[src/rtl/wave_sequencer_if.sv]
// Control, table-write and generator-side signals of the wave sequencer.
// The master drives requests and writes; the slave returns generator controls.
interface wave_sequencer_if #(
  parameter int AW = 2
);
  logic          start;
  logic          stop;
  logic          loop;
  logic [AW-1:0] last_step;
  logic          wr_en;
  logic [AW-1:0] wr_addr;
  logic [15:0]   wr_amplitude;
  logic [15:0]   wr_prescaler;
  logic [15:0]   wr_duration;
  logic          gen_ena;
  logic [15:0]   gen_amplitude;
  logic [15:0]   gen_prescaler;
  logic [AW-1:0] step_idx;
  logic          busy;
  logic          done;

  modport master (
    output start, stop, loop, last_step,
    output wr_en, wr_addr,
    output wr_amplitude, wr_prescaler, wr_duration,
    input  gen_ena, gen_amplitude, gen_prescaler,
    input  step_idx, busy, done
  );

  modport slave (
    input  start, stop, loop, last_step,
    input  wr_en, wr_addr,
    input  wr_amplitude, wr_prescaler, wr_duration,
    output gen_ena, gen_amplitude, gen_prescaler,
    output step_idx, busy, done
  );
endinterface

[src/rtl/wave_sequencer.sv]
// Step-table sequencer driving a sawtooth generator: each step is a
// one-cycle LOAD (phase clear) followed by a RUN of max(duration,1) cycles.
module wave_sequencer #(
  parameter int DEPTH = 4,
  parameter int AW    = 2
) (
  input  logic            clk,
  input  logic            rst,
  wave_sequencer_if.slave sq
);

  typedef enum logic [1:0] {
    IDLE,
    LOAD,
    RUN
  } state_t;

  state_t state_q, state_d;

  logic [15:0]   amp_mem [DEPTH];
  logic [15:0]   pre_mem [DEPTH];
  logic [15:0]   dur_mem [DEPTH];

  logic [AW-1:0] step_q, step_d;
  logic [AW-1:0] last_q, last_d;
  logic [15:0]   cnt_q, cnt_d;
  logic [15:0]   amp_q, amp_d;
  logic [15:0]   pre_q, pre_d;
  logic          ena_q, ena_d;
  logic          busy_q, busy_d;
  logic          done_q, done_d;

  always_ff @(posedge clk or posedge rst) begin
    if (rst) begin
      for (int i = 0; i < DEPTH; i++) begin
        amp_mem[i] <= '0;
        pre_mem[i] <= '0;
        dur_mem[i] <= '0;
      end
    end else if (sq.wr_en) begin
      amp_mem[sq.wr_addr] <= sq.wr_amplitude;
      pre_mem[sq.wr_addr] <= sq.wr_prescaler;
      dur_mem[sq.wr_addr] <= sq.wr_duration;
    end
  end

  always_ff @(posedge clk or posedge rst) begin
    if (rst) begin
      state_q <= IDLE;
      step_q  <= '0;
      last_q  <= '0;
      cnt_q   <= '0;
      amp_q   <= '0;
      pre_q   <= '0;
      ena_q   <= 1'b0;
      busy_q  <= 1'b0;
      done_q  <= 1'b0;
    end else begin
      state_q <= state_d;
      step_q  <= step_d;
      last_q  <= last_d;
      cnt_q   <= cnt_d;
      amp_q   <= amp_d;
      pre_q   <= pre_d;
      ena_q   <= ena_d;
      busy_q  <= busy_d;
      done_q  <= done_d;
    end
  end

  always_comb begin
    state_d = state_q;
    step_d  = step_q;
    last_d  = last_q;
    cnt_d   = cnt_q;
    amp_d   = amp_q;
    pre_d   = pre_q;
    ena_d   = 1'b0;
    done_d  = 1'b0;
    unique case (state_q)
      IDLE: begin
        if (sq.start && !sq.stop) begin
          state_d = LOAD;
          step_d  = '0;
          last_d  = sq.last_step;
        end
      end
      LOAD: begin
        if (sq.stop) begin
          state_d = IDLE;
        end else begin
          amp_d   = amp_mem[step_q];
          pre_d   = pre_mem[step_q];
          cnt_d   = (dur_mem[step_q] == '0) ? 16'd1
                                            : dur_mem[step_q];
          ena_d   = 1'b1;
          state_d = RUN;
        end
      end
      RUN: begin
        // cnt_q counts the RUN cycles still owed, including this one
        if (sq.stop) begin
          state_d = IDLE;
        end else if (cnt_q > 16'd1) begin
          cnt_d = cnt_q - 16'd1;
          ena_d = 1'b1;
        end else if (step_q != last_q) begin
          step_d  = step_q + AW'(1);
          state_d = LOAD;
        end else if (sq.loop) begin
          step_d  = '0;
          state_d = LOAD;
        end else begin
          done_d  = 1'b1;
          state_d = IDLE;
        end
      end
      default: state_d = IDLE;
    endcase
    busy_d = (state_d != IDLE);
  end

  assign sq.gen_ena       = ena_q;
  assign sq.gen_amplitude = amp_q;
  assign sq.gen_prescaler = pre_q;
  assign sq.step_idx      = step_q;
  assign sq.busy          = busy_q;
  assign sq.done          = done_q;

endmodule

[src/flat_wrapper.sv]
// flat-port wrapper written by rule: the top's interface ports become plain ports
module wave_sequencer_flat 
#(
  parameter int DEPTH = 4,
  parameter int AW    = 2
)
  (clk, rst, sq_start, sq_stop, sq_loop, sq_last_step, sq_wr_en, sq_wr_addr, sq_wr_amplitude, sq_wr_prescaler, sq_wr_duration, sq_gen_ena, sq_gen_amplitude, sq_gen_prescaler, sq_step_idx, sq_busy, sq_done);
  wave_sequencer_if #(.AW(AW)) sq_i ();
  input  logic clk;
  input  logic rst;
  input wire logic [$bits(sq_i.start)-1:0] sq_start;
  input wire logic [$bits(sq_i.stop)-1:0] sq_stop;
  input wire logic [$bits(sq_i.loop)-1:0] sq_loop;
  input wire logic [$bits(sq_i.last_step)-1:0] sq_last_step;
  input wire logic [$bits(sq_i.wr_en)-1:0] sq_wr_en;
  input wire logic [$bits(sq_i.wr_addr)-1:0] sq_wr_addr;
  input wire logic [$bits(sq_i.wr_amplitude)-1:0] sq_wr_amplitude;
  input wire logic [$bits(sq_i.wr_prescaler)-1:0] sq_wr_prescaler;
  input wire logic [$bits(sq_i.wr_duration)-1:0] sq_wr_duration;
  output wire logic [$bits(sq_i.gen_ena)-1:0] sq_gen_ena;
  output wire logic [$bits(sq_i.gen_amplitude)-1:0] sq_gen_amplitude;
  output wire logic [$bits(sq_i.gen_prescaler)-1:0] sq_gen_prescaler;
  output wire logic [$bits(sq_i.step_idx)-1:0] sq_step_idx;
  output wire logic [$bits(sq_i.busy)-1:0] sq_busy;
  output wire logic [$bits(sq_i.done)-1:0] sq_done;
  assign sq_i.start = sq_start;
  assign sq_i.stop = sq_stop;
  assign sq_i.loop = sq_loop;
  assign sq_i.last_step = sq_last_step;
  assign sq_i.wr_en = sq_wr_en;
  assign sq_i.wr_addr = sq_wr_addr;
  assign sq_i.wr_amplitude = sq_wr_amplitude;
  assign sq_i.wr_prescaler = sq_wr_prescaler;
  assign sq_i.wr_duration = sq_wr_duration;
  assign sq_gen_ena = sq_i.gen_ena;
  assign sq_gen_amplitude = sq_i.gen_amplitude;
  assign sq_gen_prescaler = sq_i.gen_prescaler;
  assign sq_step_idx = sq_i.step_idx;
  assign sq_busy = sq_i.busy;
  assign sq_done = sq_i.done;
  wave_sequencer #(.DEPTH(DEPTH), .AW(AW)) u_core (.clk(clk), .rst(rst), .sq(sq_i));
endmodule
[config.mk]
export PLATFORM = sky130hd
export DESIGN_NAME = wave_sequencer_flat
export DESIGN_NICKNAME = d
export VERILOG_FILES = /design/src/rtl/wave_sequencer_if.sv /design/src/rtl/wave_sequencer.sv /design/src/flat_wrapper.sv
export SDC_FILE = /design/constraint.sdc
export NUM_CORES = 1
export LEC_CHECK = 0
export ABC_CLOCK_PERIOD_IN_PS = 11250
export CELL_PAD_IN_SITES_DETAIL_PLACEMENT = 0
export CELL_PAD_IN_SITES_GLOBAL_PLACEMENT = 1
export CORE_MARGIN = 3
export CORE_UTILIZATION = 48
export DETAILED_ROUTE_END_ITERATION = 7
export PLACE_DENSITY = 0.78
export REMOVE_ABC_BUFFERS = 1
export SETUP_SLACK_MARGIN = 0.15
export SKIP_LAST_GASP = 1
export SLEW_MARGIN = 20
export SYNTH_ARGS = -nofsm -noshare
export SYNTH_HDL_FRONTEND = slang
export SYNTH_SLANG_ARGS = --single-unit
[constraint.sdc]
create_clock -name clk -period 11.25 [get_ports clk]
set_input_delay 1.6875 -clock clk [delete_from_list [all_inputs] [get_ports clk]]
set_output_delay 1.6875 -clock clk [all_outputs]
set_load 0.03 [all_outputs]
==> qor.yml <==
timing:
  max_slew_margin_pct: 28.50
  finalClockSkew_ns: 0.007977
  setup_viol: 0
  tightest_slew_ns: 1.072
  period_share_pct: 36.38
  drv_slew: 0
  final.setup.tns_ns: 0
  rsz0062_at_grt: "false"
  fmax_mhz: 244.4
  hold_violations: 0
  fin_ws_ns: 7.158
  finalCriticalPeriod_ns: 4.092
setup_path:
  crit_buf_inv: 2
  path_max_fanout: 53
  r2r_setup_slack_ns: 8.32
  critPathCaptureType: "output port"
  r2r_start: "u_core.sq.step_idx[0]$_DFFE_PP0P_"
  crit_path_cell_trace: "buf_4, clkdlybuf4s50_1"
  path_class: "reg2out"
  cp.arrival_ns: 2.40
  crit_family: "buffers and inverters"
  cpPeakStageDelay_ns: 0.82
  crit_start: "u_core.sq.step_idx[1]$_DFFE_PP0P_"
  r2r_cells: 5
  r2r_end: "u_core.cnt_q[0]$_DFFE_PP0P_"
  cp-start-kind: "flip-flop"
  crit_slowest_cell: "clkdlybuf4s50_1"
  worst_ep_required_time_ns: 9.56
  crit_cells: 2
floorplan:
  fp.coreArea_mm2: 0.02216
  die_y_um: 157.2
  die-area_mm2: 0.02472
  die-width_um: 157.2
  initial_core_util_pct: 49.54
  io_pins: 95
  rows: 54
clocking:
  cts_tree: "yes"
  cts.htree.levels: 1
  clock-sinks: 249
  hold_buffers: 0
  cts_buffers: 27
  post_cts_buffers: 0
  root_buffer: "clkbuf_16"
  cts_buffer_depth: 3
  ctsResizeCount: 0
  clkSlewWorstSetupHoldPaths_ns: 0.06
  insertion_delay_ns: 0.53
global_route:
  grt_first_pass_wirelength_um: 39620
  grt_pass1_vias: 7410
  grt.total_usage_pct: 20.18
  grt_max_degree: 86
  antenna_found_initial: 2
  grt-ovfl-total: 0
route:
  drtAntennaViolNets: 0
  drc: 0
  drt-total-wl_um: 24500
  vias: 6755
  dr.first_iter.drc_count: 456
  drt_first_pass_iters: 4
  routed_via_density: 5.783
  post_drt_wl_per_cell_um: 20.98
yosys:
  synth_area_leaders: "dfrtp_1 57%, mux2_2 20%, mux4_2 9.8%"
  synth_most_common_cell: "dfrtp_1"
  async_reset_ff_share_pct: 100.0
  synth_ff_type: "dfrtp_1"
  ys_top_cells_by_count: "249 x dfrtp_1, 194 x mux2_2, 115 x nand2_1, 48 x mux4_2, 30 x clkbuf_1"
  synth_top_area_share_pct: 56.76
  syn_avg_cell_area_um2: 14.11
  ys_ff_latch: 249
  netlist.top_cell.by_area: "dfrtp_1"
  synth_area_mm2: 0.01098
  synth_edf_count: 0
  ys_seq_area_share_pct: 56.76
  yosys_warnings: 0
  synth_cell_types: 49
  netlist_instances: 778
hold_path:
  hold_path.startpoint: "u_core.sq.gen_amplitude[7]$_DFFE_PP0P_"
  hold_class: "reg2reg"
  hold_end: "u_core.sq.gen_amplitude[7]$_DFFE_PP0P_"
  whs_path_depth: 2
outcome:
  status: "completed"
place:
  place_congestion: 0.8313
  pre_cts_ws_ns: 6.775
  dp_hpwl_um: 14600
  io_buffer_count: 94
pwr:
  switching_share_pct: 30.54
  p_comb_share_pct: 25.7
  p_clk_share_pct: 30.4
  cellLeakagePower_nw: 5.478
  intPower_mw: 1.994
  ir_drop_uv: 136.5
  power_mw: 2.870
  power.density_mw_per_mm2: 219.1
  p_sw_mw: 0.8764
  seq_power_share_pct: 43.9
layout:
  area_delta_synth_final_pct: 19.34
  seqCellArea_mm2: 0.006236
  multi_input_area_mm2: 0.004563
  fill_cells: 1739
  nets: 931
  final_util_pct: 59.12
  n_antenna_cell: 0
  drive_above_1_share_pct: 34.46
run:
  drv_cap: 0
-- how the worst max path moves through the flow --
stage / endpoint
floorplan: u_core.amp_mem[0]$_DFFE_PP0P_
global placement: u_core.cnt_q[6]$_DFFE_PP0P_
detailed placement: u_core.cnt_q[6]$_DFFE_PP0P_
CTS: sq_step_idx[1]
global route: sq_step_idx[1]
finish: sq_step_idx[1]
-- kinds of logic after synthesis --
family / synth area share [%]
AO/OA/AOI/OAI: 3.385
multiplexers: 29.84
XOR/XNOR: 0.1596
adder cells (fa/ha/maj): 0.6838
flip-flops: 56.76
AND/OR/NAND/NOR: 7.317
buffers and inverters: 1.858
-- sequential cells by signal, indices dropped and copies added (netlist names) --
| name | flops |
|---|---|
| u_core.last_q | 2 |
| u_core.amp_mem | 64 |
| u_core.dur_mem | 64 |
| u_core.sq.step_idx | 2 |
| u_core.sq.gen_amplitude | 16 |
| u_core.state_q | 2 |
| u_core.pre_mem | 64 |
| u_core.sq.gen_prescaler | 16 |
| u_core.sq.gen_ena | 1 |
| u_core.sq.done | 1 |
| u_core.sq.busy | 1 |
| u_core.cnt_q | 16 |
-- through the flow --
stage	std cells	area, µm²	hold WS [ns]
after floorplan	734	10800	0.4720
after global placement	1117	12200	0.4630
after detailed placement	1117	12200	0.4670
after CTS	1167	13080	0.4815
after global routing	1168	13100	0.4970
final	1168	13100	0.4749
-- power by group through the flow --
stage	registers (mW)	clock network [mW]	logic (mW)
after floorplan	1.33	0	0.396
after global placement	1.25	0	0.716
after detailed placement	1.27	0	0.741
after CTS	1.26	0.893	0.743
after global routing	1.29	0.933	0.805
final	1.26	0.872	0.739
-- tightest hold or removal path, stage by stage, from the launching register on --
cell	delay, ns
dfrtp_1	0.34
nand2_1	0.05
nand2_1	0.05
-- placed cells by master, fill, tap and decap left out, types with 4 or more instances in the layout --
| cell type | n |
|---|---|
| clkbuf_1 | 8 |
| mux4_2 | 48 |
| clkbuf_8 | 5 |
| dfrtp_1 | 247 |
| nor4_1 | 5 |
| nor2_1 | 17 |
| clkinv_2 | 6 |
| o311ai_0 | 7 |
| clkdlybuf4s50_1 | 94 |
| nand2_1 | 115 |
| ha_1 | 6 |
| mux2_2 | 194 |
| nor2b_1 | 4 |
| or3_1 | 4 |
| and2_1 | 4 |
| buf_4 | 8 |
| nand4_1 | 5 |
| nor3_1 | 5 |
| o21ai_0 | 7 |
| clkbuf_16 | 27 |
| inv_1 | 7 |
| a21oi_1 | 8 |
-- area by class of cell --
type,instances,share of cell area [%]
flip-flops and latches,249,47.60
multi-input cells,477,34.83
repair buffers,104,7.879
clock buffers,40,5.912
well taps,280,2.674
clock inverters,10,0.8213
inverters,8,0.2865
-- routing by layer --
layer  routed length (µm)  GRT usage, %  up-vias
met5                   21             0        -
li1                     -             -     3011
met2                12210         33.85      156
met1                10460         27.64     3555
met3                 1535         4.592       29
met4                  269         3.512        4
(Power assumes the default switching activity.)
